File: config.mk
export PLATFORM = sky130hd
export DESIGN_NAME = fp_stream_source
export DESIGN_NICKNAME = d
export VERILOG_FILES = /design/src/rtl/fp_stream_pkg.sv /design/src/rtl/fp_stream_tag_pipe.sv /design/src/rtl/fp_stream_source.sv
export SDC_FILE = /design/constraint.sdc
export NUM_CORES = 1
export LEC_CHECK = 0
export BUFFER_PORTS_ARGS = -buffer_cell sky130_fd_sc_hd__buf_4
export CAP_MARGIN = 20
export CORE_AREA = 2 2 93 95
export DETAILED_ROUTE_END_ITERATION = 7
export DIE_AREA = 0 0 95 97
export PLACE_DENSITY = 0.8
export SLEW_MARGIN = 25
export SYNTH_ARGS = -nofsm -noshare
export SYNTH_HDL_FRONTEND = slang
export SYNTH_SLANG_ARGS = --single-unit
File: constraint.sdc
create_clock -name clkIn -period 2.39 [get_ports clkIn]
set_clock_uncertainty 0.2 [all_clocks]
set_input_delay 0.239 -clock clkIn [delete_from_list [all_inputs] [get_ports clkIn]]
set_output_delay 0.239 -clock clkIn [all_outputs]
set_load 0.02 [all_outputs]
File: src/rtl/fp_stream_pkg.sv
`default_nettype none
// ============================================================================
// Module  : fp_stream_pkg
// Brief   : FSM states, per-read tag and float field indices for fp_stream.
// Rev     : 1.0
// ============================================================================
package fp_stream_pkg;

    typedef enum logic [1:0] {
        ST_IDLE  = 2'd0,
        ST_ISSUE = 2'd1,
        ST_DRAIN = 2'd2
    } state_e;

    typedef struct packed {
        logic valid;
        logic start;
        logic last;
    } tag_t;

    localparam int TAG_WIDTH      = $bits(tag_t);
    localparam int FRAC_WIDTH_DEF = 24;
    localparam int EXP_WIDTH_DEF  = 8;

    localparam int SIGN_IDX     = FRAC_WIDTH_DEF + EXP_WIDTH_DEF - 1;
    localparam int EXP_MSB_IDX  = FRAC_WIDTH_DEF + EXP_WIDTH_DEF - 2;
    localparam int EXP_LSB_IDX  = FRAC_WIDTH_DEF - 1;
    localparam int MANT_MSB_IDX = FRAC_WIDTH_DEF - 2;

    // Same field indices for non-default widths.
    function automatic int exp_msb_idx(input int frac_w, input int exp_w);
        return frac_w + exp_w - 2;
    endfunction

    function automatic int exp_lsb_idx(input int frac_w);
        return frac_w - 1;
    endfunction

    function automatic int mant_msb_idx(input int frac_w);
        return frac_w - 2;
    endfunction

endpackage
`default_nettype wire

File: src/rtl/fp_stream_tag_pipe.sv
`default_nettype none
// ============================================================================
// Module  : fp_stream_tag_pipe
// Brief   : Fixed-depth shift register; async reset clears every stage.
// Rev     : 1.0
// ============================================================================
module fp_stream_tag_pipe
    import fp_stream_pkg::*;
#(
    parameter int DEPTH = 2,
    parameter int WIDTH = TAG_WIDTH
) (
    input  logic             clkIn,
    input  logic             rstIn,
    input  logic [WIDTH-1:0] tagIn,
    output logic [WIDTH-1:0] tagOut
);

    logic [WIDTH-1:0] stage_q [DEPTH];
    logic [WIDTH-1:0] stage_d [DEPTH];

    always_comb begin
        stage_d[0] = tagIn;
        for (int i = 1; i < DEPTH; i++) begin
            stage_d[i] = stage_q[i-1];
        end
    end

    always_ff @(posedge clkIn or negedge rstIn) begin
        if (!rstIn) begin
            for (int i = 0; i < DEPTH; i++) begin
                stage_q[i] <= '0;
            end
        end else begin
            for (int i = 0; i < DEPTH; i++) begin
                stage_q[i] <= stage_d[i];
            end
        end
    end

    assign tagOut = stage_q[DEPTH-1];

endmodule
`default_nettype wire

File: src/rtl/fp_stream_source.sv
`default_nettype none
// ============================================================================
// Module  : fp_stream_source
// Brief   : Turns a (base, len, stride) command into one framed float stream
//           read from a synchronous memory. FP_STREAM_FLUSH_ZERO_EN flushes
//           zero-exponent elements to signed zero.
// Rev     : 1.0
// ============================================================================
module fp_stream_source
    import fp_stream_pkg::*;
#(
    parameter int FRAC_WIDTH   = FRAC_WIDTH_DEF,
    parameter int EXP_WIDTH    = EXP_WIDTH_DEF,
    parameter int ADDR_WIDTH   = 10,
    parameter int LEN_WIDTH    = 10,
    parameter int MEM_LATENCY  = 2,
    localparam int DATA_WIDTH  = FRAC_WIDTH + EXP_WIDTH
) (
    input  logic                  clkIn,
    input  logic                  rstIn,
    input  logic                  cmdValidIn,
    output logic                  cmdReadyOut,
    input  logic [ADDR_WIDTH-1:0] cmdAddrIn,
    input  logic [LEN_WIDTH-1:0]  cmdLenIn,
    input  logic [ADDR_WIDTH-1:0] cmdStrideIn,
    output logic                  memEnOut,
    output logic [ADDR_WIDTH-1:0] memAddrOut,
    input  logic [DATA_WIDTH-1:0] memDataIn,
    output logic                  startOut,
    output logic                  lastOut,
    output logic                  validOut,
    output logic [DATA_WIDTH-1:0] dataOut,
    output logic                  busyOut,
    output logic                  doneOut
);

    state_e                state_q,  state_d;
    logic [ADDR_WIDTH-1:0] addr_q,   addr_d;
    logic [ADDR_WIDTH-1:0] stride_q, stride_d;
    logic [LEN_WIDTH-1:0]  rem_q,    rem_d;
    tag_t                  issue_tag_q, issue_tag_d;
    tag_t                  pipe_tag;
    logic                  ready_q, ready_d;
    logic                  busy_q,  busy_d;
    logic                  done_q,  done_d;
    logic                  valid_q, valid_d;
    logic                  start_q, start_d;
    logic                  last_q,  last_d;
    logic [DATA_WIDTH-1:0] data_q,  data_d;
    logic [DATA_WIDTH-1:0] mem_data;
    logic                  accept;

    assign accept = cmdValidIn & ready_q;

    // rem_q counts the reads still owed after the one currently issued.
    always_comb begin
        state_d     = state_q;
        addr_d      = addr_q;
        stride_d    = stride_q;
        rem_d       = rem_q;
        issue_tag_d = '0;
        done_d      = pipe_tag.valid & pipe_tag.last;

        unique case (state_q)
            ST_IDLE: begin
                if (accept) begin
                    stride_d = cmdStrideIn;
                    if (cmdLenIn == '0) begin
                        state_d = ST_DRAIN;
                        done_d  = 1'b1;
                    end else begin
                        state_d           = ST_ISSUE;
                        addr_d            = cmdAddrIn;
                        rem_d             = cmdLenIn - LEN_WIDTH'(1);
                        issue_tag_d.valid = 1'b1;
                        issue_tag_d.start = 1'b1;
                        issue_tag_d.last  = (cmdLenIn == LEN_WIDTH'(1));
                    end
                end
            end
            ST_ISSUE: begin
                if (rem_q == '0) begin
                    state_d = ST_DRAIN;
                end else begin
                    addr_d            = addr_q + stride_q;
                    rem_d             = rem_q - LEN_WIDTH'(1);
                    issue_tag_d.valid = 1'b1;
                    issue_tag_d.last  = (rem_q == LEN_WIDTH'(1));
                end
            end
            ST_DRAIN: begin
                if (done_q) begin
                    state_d = ST_IDLE;
                end
            end
            default: state_d = ST_IDLE;
        endcase

        ready_d = (state_d == ST_IDLE);
        busy_d  = (state_d != ST_IDLE);
    end

    fp_stream_tag_pipe #(
        .DEPTH (MEM_LATENCY),
        .WIDTH (TAG_WIDTH)
    ) u_tag_pipe (
        .clkIn  (clkIn),
        .rstIn  (rstIn),
        .tagIn  (issue_tag_q),
        .tagOut (pipe_tag)
    );

`ifdef FP_STREAM_FLUSH_ZERO_EN
    localparam int EXP_MSB  = exp_msb_idx(FRAC_WIDTH, EXP_WIDTH);
    localparam int EXP_LSB  = exp_lsb_idx(FRAC_WIDTH);
    localparam int MANT_MSB = mant_msb_idx(FRAC_WIDTH);
`endif

    // Denormals become signed zero; sign bit is never touched.
    always_comb begin
        mem_data = memDataIn;
`ifdef FP_STREAM_FLUSH_ZERO_EN
        if (memDataIn[EXP_MSB:EXP_LSB] == '0) begin
            mem_data[MANT_MSB:0] = '0;
        end
`endif
    end

    always_comb begin
        valid_d = pipe_tag.valid;
        start_d = pipe_tag.valid & pipe_tag.start;
        last_d  = pipe_tag.valid & pipe_tag.last;
        data_d  = pipe_tag.valid ? mem_data : '0;
    end

    always_ff @(posedge clkIn or negedge rstIn) begin
        if (!rstIn) begin
            state_q     <= ST_IDLE;
            addr_q      <= '0;
            stride_q    <= '0;
            rem_q       <= '0;
            issue_tag_q <= '0;
            ready_q     <= 1'b0;
            busy_q      <= 1'b0;
            done_q      <= 1'b0;
            valid_q     <= 1'b0;
            start_q     <= 1'b0;
            last_q      <= 1'b0;
            data_q      <= '0;
        end else begin
            state_q     <= state_d;
            addr_q      <= addr_d;
            stride_q    <= stride_d;
            rem_q       <= rem_d;
            issue_tag_q <= issue_tag_d;
            ready_q     <= ready_d;
            busy_q      <= busy_d;
            done_q      <= done_d;
            valid_q     <= valid_d;
            start_q     <= start_d;
            last_q      <= last_d;
            data_q      <= data_d;
        end
    end

    assign cmdReadyOut = ready_q;
    assign memEnOut    = issue_tag_q.valid;
    assign memAddrOut  = addr_q;
    assign busyOut     = busy_q;
    assign doneOut     = done_q;
    assign validOut    = valid_q;
    assign startOut    = start_q;
    assign lastOut     = last_q;
    assign dataOut     = data_q;

endmodule
`default_nettype wire

==> results of run 1 <==
## path summary, 6_finish.rpt
kind	startpoint	endpoint	cells after the start
setup / recovery	memAddrOut[1]$_DFFE_PN0P_	memAddrOut[9]$_DFFE_PN0P_	6
hold / removal	cmdAddrIn[3]	memAddrOut[3]$_DFFE_PN0P_	3
setup reg to reg	memAddrOut[1]$_DFFE_PN0P_	memAddrOut[9]$_DFFE_PN0P_	6
hold reg to reg	u_tag_pipe.stage_d[0]$_DFF_PN0_	u_tag_pipe.tagOut[0]$_DFF_PN0_	0
max in group asynchronous	rstIn	dataOut[14]$_DFF_PN0_	3
min in group asynchronous	rstIn	stride_q[1]$_DFFE_PN0P_	2
## cells in the mapped netlist (all sizes together), types with 7 or more instances
cell,n
ha,13
nand3,9
nor3,7
inv,10
nor2,28
mux2,12
dfrtp,79
o21ai,15
clkbuf,11
and2,35
a21oi,24
nand2,19
## where the power goes
group / switching [mW] / total [mW] / internal (mW)
Combinational: 1.95 / 3.66 / 1.71
Sequential: 0.377 / 2.19 / 1.82
Clock: 0.498 / 0.905 / 0.407
Total: 2.83 / 6.76 / 3.93
## layout make-up
| type | instances | area share (%) |
|---|---|---|
| Clock buffer | 10 | 2.52 |
| Clock inverter | 6 | 0.803 |
| Inverter | 10 | 0.688 |
| Multi-Input combinational cell | 233 | 29.4 |
| Sequential cell | 79 | 36.3 |
| Tap cell | 105 | 2.41 |
| Timing Repair Buffer | 185 | 27.9 |
## stage by stage
step           hold WS (ns)  setup TNS (ns)
3_3_place_gp        0.00172               0
4_1_cts             0.00492               0
2_1_floorplan        -0.257        -0.00252
3_5_place_dp        0.00693         -0.0705
6_report             0.0136               0
5_1_grt              0.0210               0
## kinds of logic (layout without fill, tap and decap cells)
kind of cell	after synthesis	count (layout)	share of synthesized area, %
simple gates	125	125	18.4
flops	79	79	54.4
compound gates	73	73	13.2
buf+inv	26	211	3.03
fa+ha+maj	14	14	5.02
mux	13	13	3.99
xor+xnor	8	8	1.93
## state kept, by name, indices dropped and copies added (netlist names), 2 cells and up
register / cells
rem_q: 10
u_tag_pipe.stage_d: 3
memAddrOut: 10
dataOut: 32
issue_tag_q: 2
u_tag_pipe.tagOut: 3
stride_q: 10
state_q: 2
## layer usage
layer | wire (um) | up-vias | share of wire [%] | track usage, %
li1 | - | 1544 | - | -
met1 | 4290 | 1566 | 43 | 29.3
met2 | 4850 | 171 | 48 | 36.4
met3 | 769 | 20 | 7.6 | 6.07
met4 | 157 | 0 | 1.6 | 5.13
met5 | 0 | - | 0 | 0
## cell usage in the layout, fill, tap and decap left out, drive strengths merged, types with 4 or more instances in the layout
cell           n
buf          136
dfrtp         79
dlygate4sd3   49
and2          35
nor2          28
a21oi         24
nand2         19
o21ai         15
ha            13
mux2          12
inv           11
clkbuf        10
nand3          9
nor3           7
nor4           5
a31oi          5
xnor2          5
clkinvlp       4
## repair_timing
action                                 CTS  global route
setup endpoints to repair                3            18
pin swaps                                1             1
hold buffers                            49             0
gates resized for setup                  4             3
setup buffers                            1             1
endpoints found under the hold margin   79             0
## worst min-delay path, stage by stage
cell     delay, ns
buf_4         0.08
a21oi_1       0.04
o21ai_0       0.16
==> metrics.yaml, run 1 <==
synthCells: 338
timing.critical_path.fanout_max: 2
clk_pin_slew_ns: 0.09
initial_core_util_pct: 44.7
synth.distinct_cells: 54
cts.path.max_buffers: 2
worstPathRequired_ns: 2.47
tightest_slew_ns: 0.426
wire_per_inst_um: 16.0
final_area_mm2: 0.00546
finalMaxSlewViolations: 0
yosys_warnings: 0
p_total_mw: 6.76
core_area_mm2: 0.00813
worst-path-buf-inv: 0
power_density_mw_per_mm2: 1240
r2r_slack_ns: 0.05
synth_seq_area_share_pct: 54.4
leakage_nw: 2.52
dp_hpwl_um: 6670
slew_headroom_pct: 71.6
min_period_ns: 2.34
start_kind: "flop"
maxCapViolCount: 0
drtIter0Drc: 187
critical_path_arrival_ns: 2.42
boundaryPins: 114
setup_viol: 0
drt_wl_total_um: 10100
h-tree-depth: 3
grt.total_usage_pct: 22.2
area_delta_synth_final_pct: 50.0
ant_nets: 0
n_antenna_cell: 0
max_freq_ghz: 0.427
regArea_mm2: 0.00198
synth_area_leaders: "dfrtp_1 (54%), and2_1 (6.0%), ha_1 (4.5%)"
cts_root_buffer: "clkbuf_8"
antenna_found_initial: 0
die-area_mm2: 0.00922
drive_above_1_share_pct: 34.4
grt_pass1_wl_um: 16100
cts_tree: "built"
via_count: 3301
rows: 33
final_util_pct: 67.1
slowest_stage: "or4_1"
synth_edf_count: 0
post-route-drc-count: 0
fillers: 598
die_h_um: 97
fin_ws_ns: 0.0479
clk_latency_ns: 0.34
critPathCaptureType: "flop"
gr-total-overflow: 0
ir_worst_vdd_mv: 0.969
gp_congestion: 0.873
fin_cells: 628
finalCritPeriodShare_pct: 98.0
cp_top_family: "simple AND/OR/NAND/NOR gates"
cts_buffers: 9
yosysTopAreaCell: "dfrtp_1"
avgViaCountPerCell: 5.26
port_buffers: 113
nets: 597
syn_area_per_cell_um2: 10.8
cp_cell_sequence: "ha_1 -> a211oi_2 -> nor4b_1 -> or4_1 -> a2111o_1 -> nand4_1"
dp_cells: 561
cpPeakStageDelay_ns: 0.54
synth_area_mm2: 0.00364
synth_top_area_share_pct: 54.4
grt_max_degree: 34
die_width_um: 95
firstDrtPassIters: 4
cts_sinks: 79
run_status: "finished, final reports clean"
mappedNetlistNets: 417
ys_seq_elements: 79
min_path_type: "in2reg"
path_class: "reg2reg"
post_dp_cell_area_mm2: 0.00473
rsz0062_at_grt: "no"
multi_input_area_mm2: 0.00160
first_global_vias: 3265
hold_viol: 0
async_flop_share_pct: 100
synth_ff_type: "dfrtp_1"
pre_cts_slack_ns: -0.0337
Power figures use the tool's default switching activity.
==> run 2, diff against run 1 <==
==> constraint.sdc (replaced) <==
create_clock -name clkIn -period 2.39 [get_ports clkIn]
set_clock_uncertainty 0.2 [all_clocks]
set_input_delay 0.717 -clock clkIn [delete_from_list [all_inputs] [get_ports clkIn]]
set_output_delay 0.717 -clock clkIn [all_outputs]
set_load 0.02 [all_outputs]
==> metrics.yaml, run 2 (synthesized netlist as in run 1, its figures left out) <==
grt.met1_usage_pct: 25.5  # -3.8 points
die_h_um: 97  # unchanged
final_common_cell: "buf_4"
drive_above_1_share_pct: 41.9  # +7.5 points
power_density_mw_per_mm2: 1350  # +8.9%
cts_buffers: 9  # unchanged
met3_usage_pct: 4.28  # -1.8 points
boundaryPins: 114  # unchanged
path_class: "in2reg"
rsz0062_at_grt: "yes"
maxCapViolCount: 0  # unchanged
worstPathRequired_ns: 2.42  # -0.05 ns
final_util_pct: 63.9  # -3.2 points
combinationalPowerShare_pct: 53.3  # -0.9 points
timing.critical_path.fanout_max: 8  # +6
ir_worst_vdd_mv: 0.831  # -14%
cts_tree: "built"
wire_per_inst_um: 15.2  # -5.0%
critPathCaptureType: "flop"
area_delta_synth_final_pct: 43.0
die_width_um: 95  # unchanged
power_frac_seq_pct: 31.2  # -1.3 points
worst_r2r_path_depth: 6  # unchanged
power.switching_mw: 2.82  # -0.36%
clk_latency_ns: 0.34  # about the same
antenna_found_initial: 0  # unchanged
h-tree-depth: 3  # unchanged
critical_path_arrival_ns: 2.39  # -0.03 ns
gr-total-overflow: 0  # unchanged
hold_viol: 0  # unchanged
grt.total_usage_pct: 19.4  # -2.8 points
fin_ws_ns: 0.0349  # -0.0130 ns
max_freq_ghz: 0.425  # -0.55%
p_sw_share_pct: 40.1  # -1.7 points
drt_wl_total_um: 9050  # -10%
r2r_end: "memAddrOut[9]$_DFFE_PN0P_"
r2r_slack_ns: 0.04  # about the same
finalMaxSlewViolations: 0  # unchanged
tightest_slew_ns: 0.657  # +0.231 ns
setup_viol: 0  # unchanged
p_int_mw: 4.20  # +6.7%
rr_startpoint: "memAddrOut[2]$_DFFE_PN0P_"
top_usage_layer: "met2"
n_antenna_cell: 0  # unchanged
p_clk_share_pct: 15.5  # +2.1 points
layout_common_cells: "buf_4 (143), dfrtp_1 (79), and2_1 (35)"
port_buffers: 113  # unchanged
leakage_nw: 2.43  # -3.8%
nets: 563  # -5.7%
largest_reg_flops: 32  # unchanged
met2_usage_pct: 31.6  # -4.8 points
via_count: 3115  # -5.6%
pre_cts_slack_ns: -0.356  # -0.322 ns
grt_pass1_wl_um: 14300  # -12%
first_global_vias: 3041  # -6.9%
firstDrtPassIters: 4  # unchanged
rows: 33  # unchanged
die-area_mm2: 0.00922  # unchanged
cts_root_buffer: "clkbuf_8"
ant_nets: 0  # unchanged
run_status: "finished, final reports clean"
slew_headroom_pct: 56.2  # -15 points
initial_core_util_pct: 44.7  # unchanged
core_area_mm2: 0.00813  # unchanged
min_path_type: "in2async"
clk_pin_slew_ns: 0.09  # about the same
cts_sinks: 79  # unchanged
hold_ws_ns: 0.114  # +0.101 ns
gp_congestion: 0.836  # -4.3%
start_kind: "input pin"
finalCritPeriodShare_pct: 98.5  # +0.54 points
grt_max_degree: 48  # +41%
avgViaCountPerCell: 5.24  # -0.23%
cts.path.max_buffers: 2  # unchanged
post-route-drc-count: 0  # unchanged
min_period_ns: 2.36  # +0.0130 ns
drtIter0Drc: 169  # -9.6%
dp_hpwl_um: 6740  # +1.1%
[run 2: worst max-delay path, stage by stage]
cell	delay, ns
buf_6	0.09
or4_4	0.52
o41a_1	0.41
a21oi_2	0.19
inv_2	0.11
buf_6	0.15
o21ai_0	0.09
o21ai_0	0.10
[run 2: final cells by class]
class,count,area (um^2)
clock buffers,10,128
repair buffers,151,1170
flip-flops and latches,79,1980
multi-input cells,233,1650
clock inverters,6,92.6
inverters,10,52.6
fillers,629,2940
well taps,105,131
[run 2: power groups by stage]
stage / logic [mW] / clock network [mW] / registers, mW
floorplan: 1.97 / 0 / 2.43
CTS: 3.60 / 1.12 / 2.18
global placement: 3.43 / 0 / 2.17
global route: 4.10 / 1.18 / 2.25
detailed placement: 3.55 / 0 / 2.19
finish: 3.74 / 1.09 / 2.19
[run 2: worst max-delay path by stage]
stage	start	end	cells past startpoint
floorplan	cmdLenIn[1]	rem_q[0]$_DFFE_PN0P_	9
global placement	cmdLenIn[4]	memAddrOut[8]$_DFFE_PN0P_	8
detailed placement	cmdLenIn[4]	state_q[1]$_DFF_PN0_	7
CTS	memAddrOut[0]$_DFFE_PN0P_	memAddrOut[9]$_DFFE_PN0P_	8
global route	cmdLenIn[7]	memAddrOut[8]$_DFFE_PN0P_	8
finish	cmdLenIn[7]	memAddrOut[8]$_DFFE_PN0P_	8
[run 2: repair_timing]
action	CTS	global route
hold endpoints to repair	0	0
pin swaps	1	4
cloned	0	0
setup endpoints to repair	2	6
hold buffers	0	0
resized for setup	2	18
setup buffers	0	1
[run 2: routing by layer]
metal / part of all wire (%) / vias to the layer above
li1: - / 1482
met1: 43 / 1465
met2: 47 / 149
met3: 7.8 / 19
met4: 1.9 / 0
met5: 0 / -
[run 2: through the flow]
stage	power [mW]	setup TNS (ns)	area [um^2]	instances
after global routing	7.53	-0.0680	5200	594
after CTS	6.89	-0.00537	5120	593
after floorplan	4.40	-2.44	3690	338
after detailed placement	5.74	-6.36	4880	577
after global placement	5.60	-5.46	4880	577
final	7.01	0	5200	594
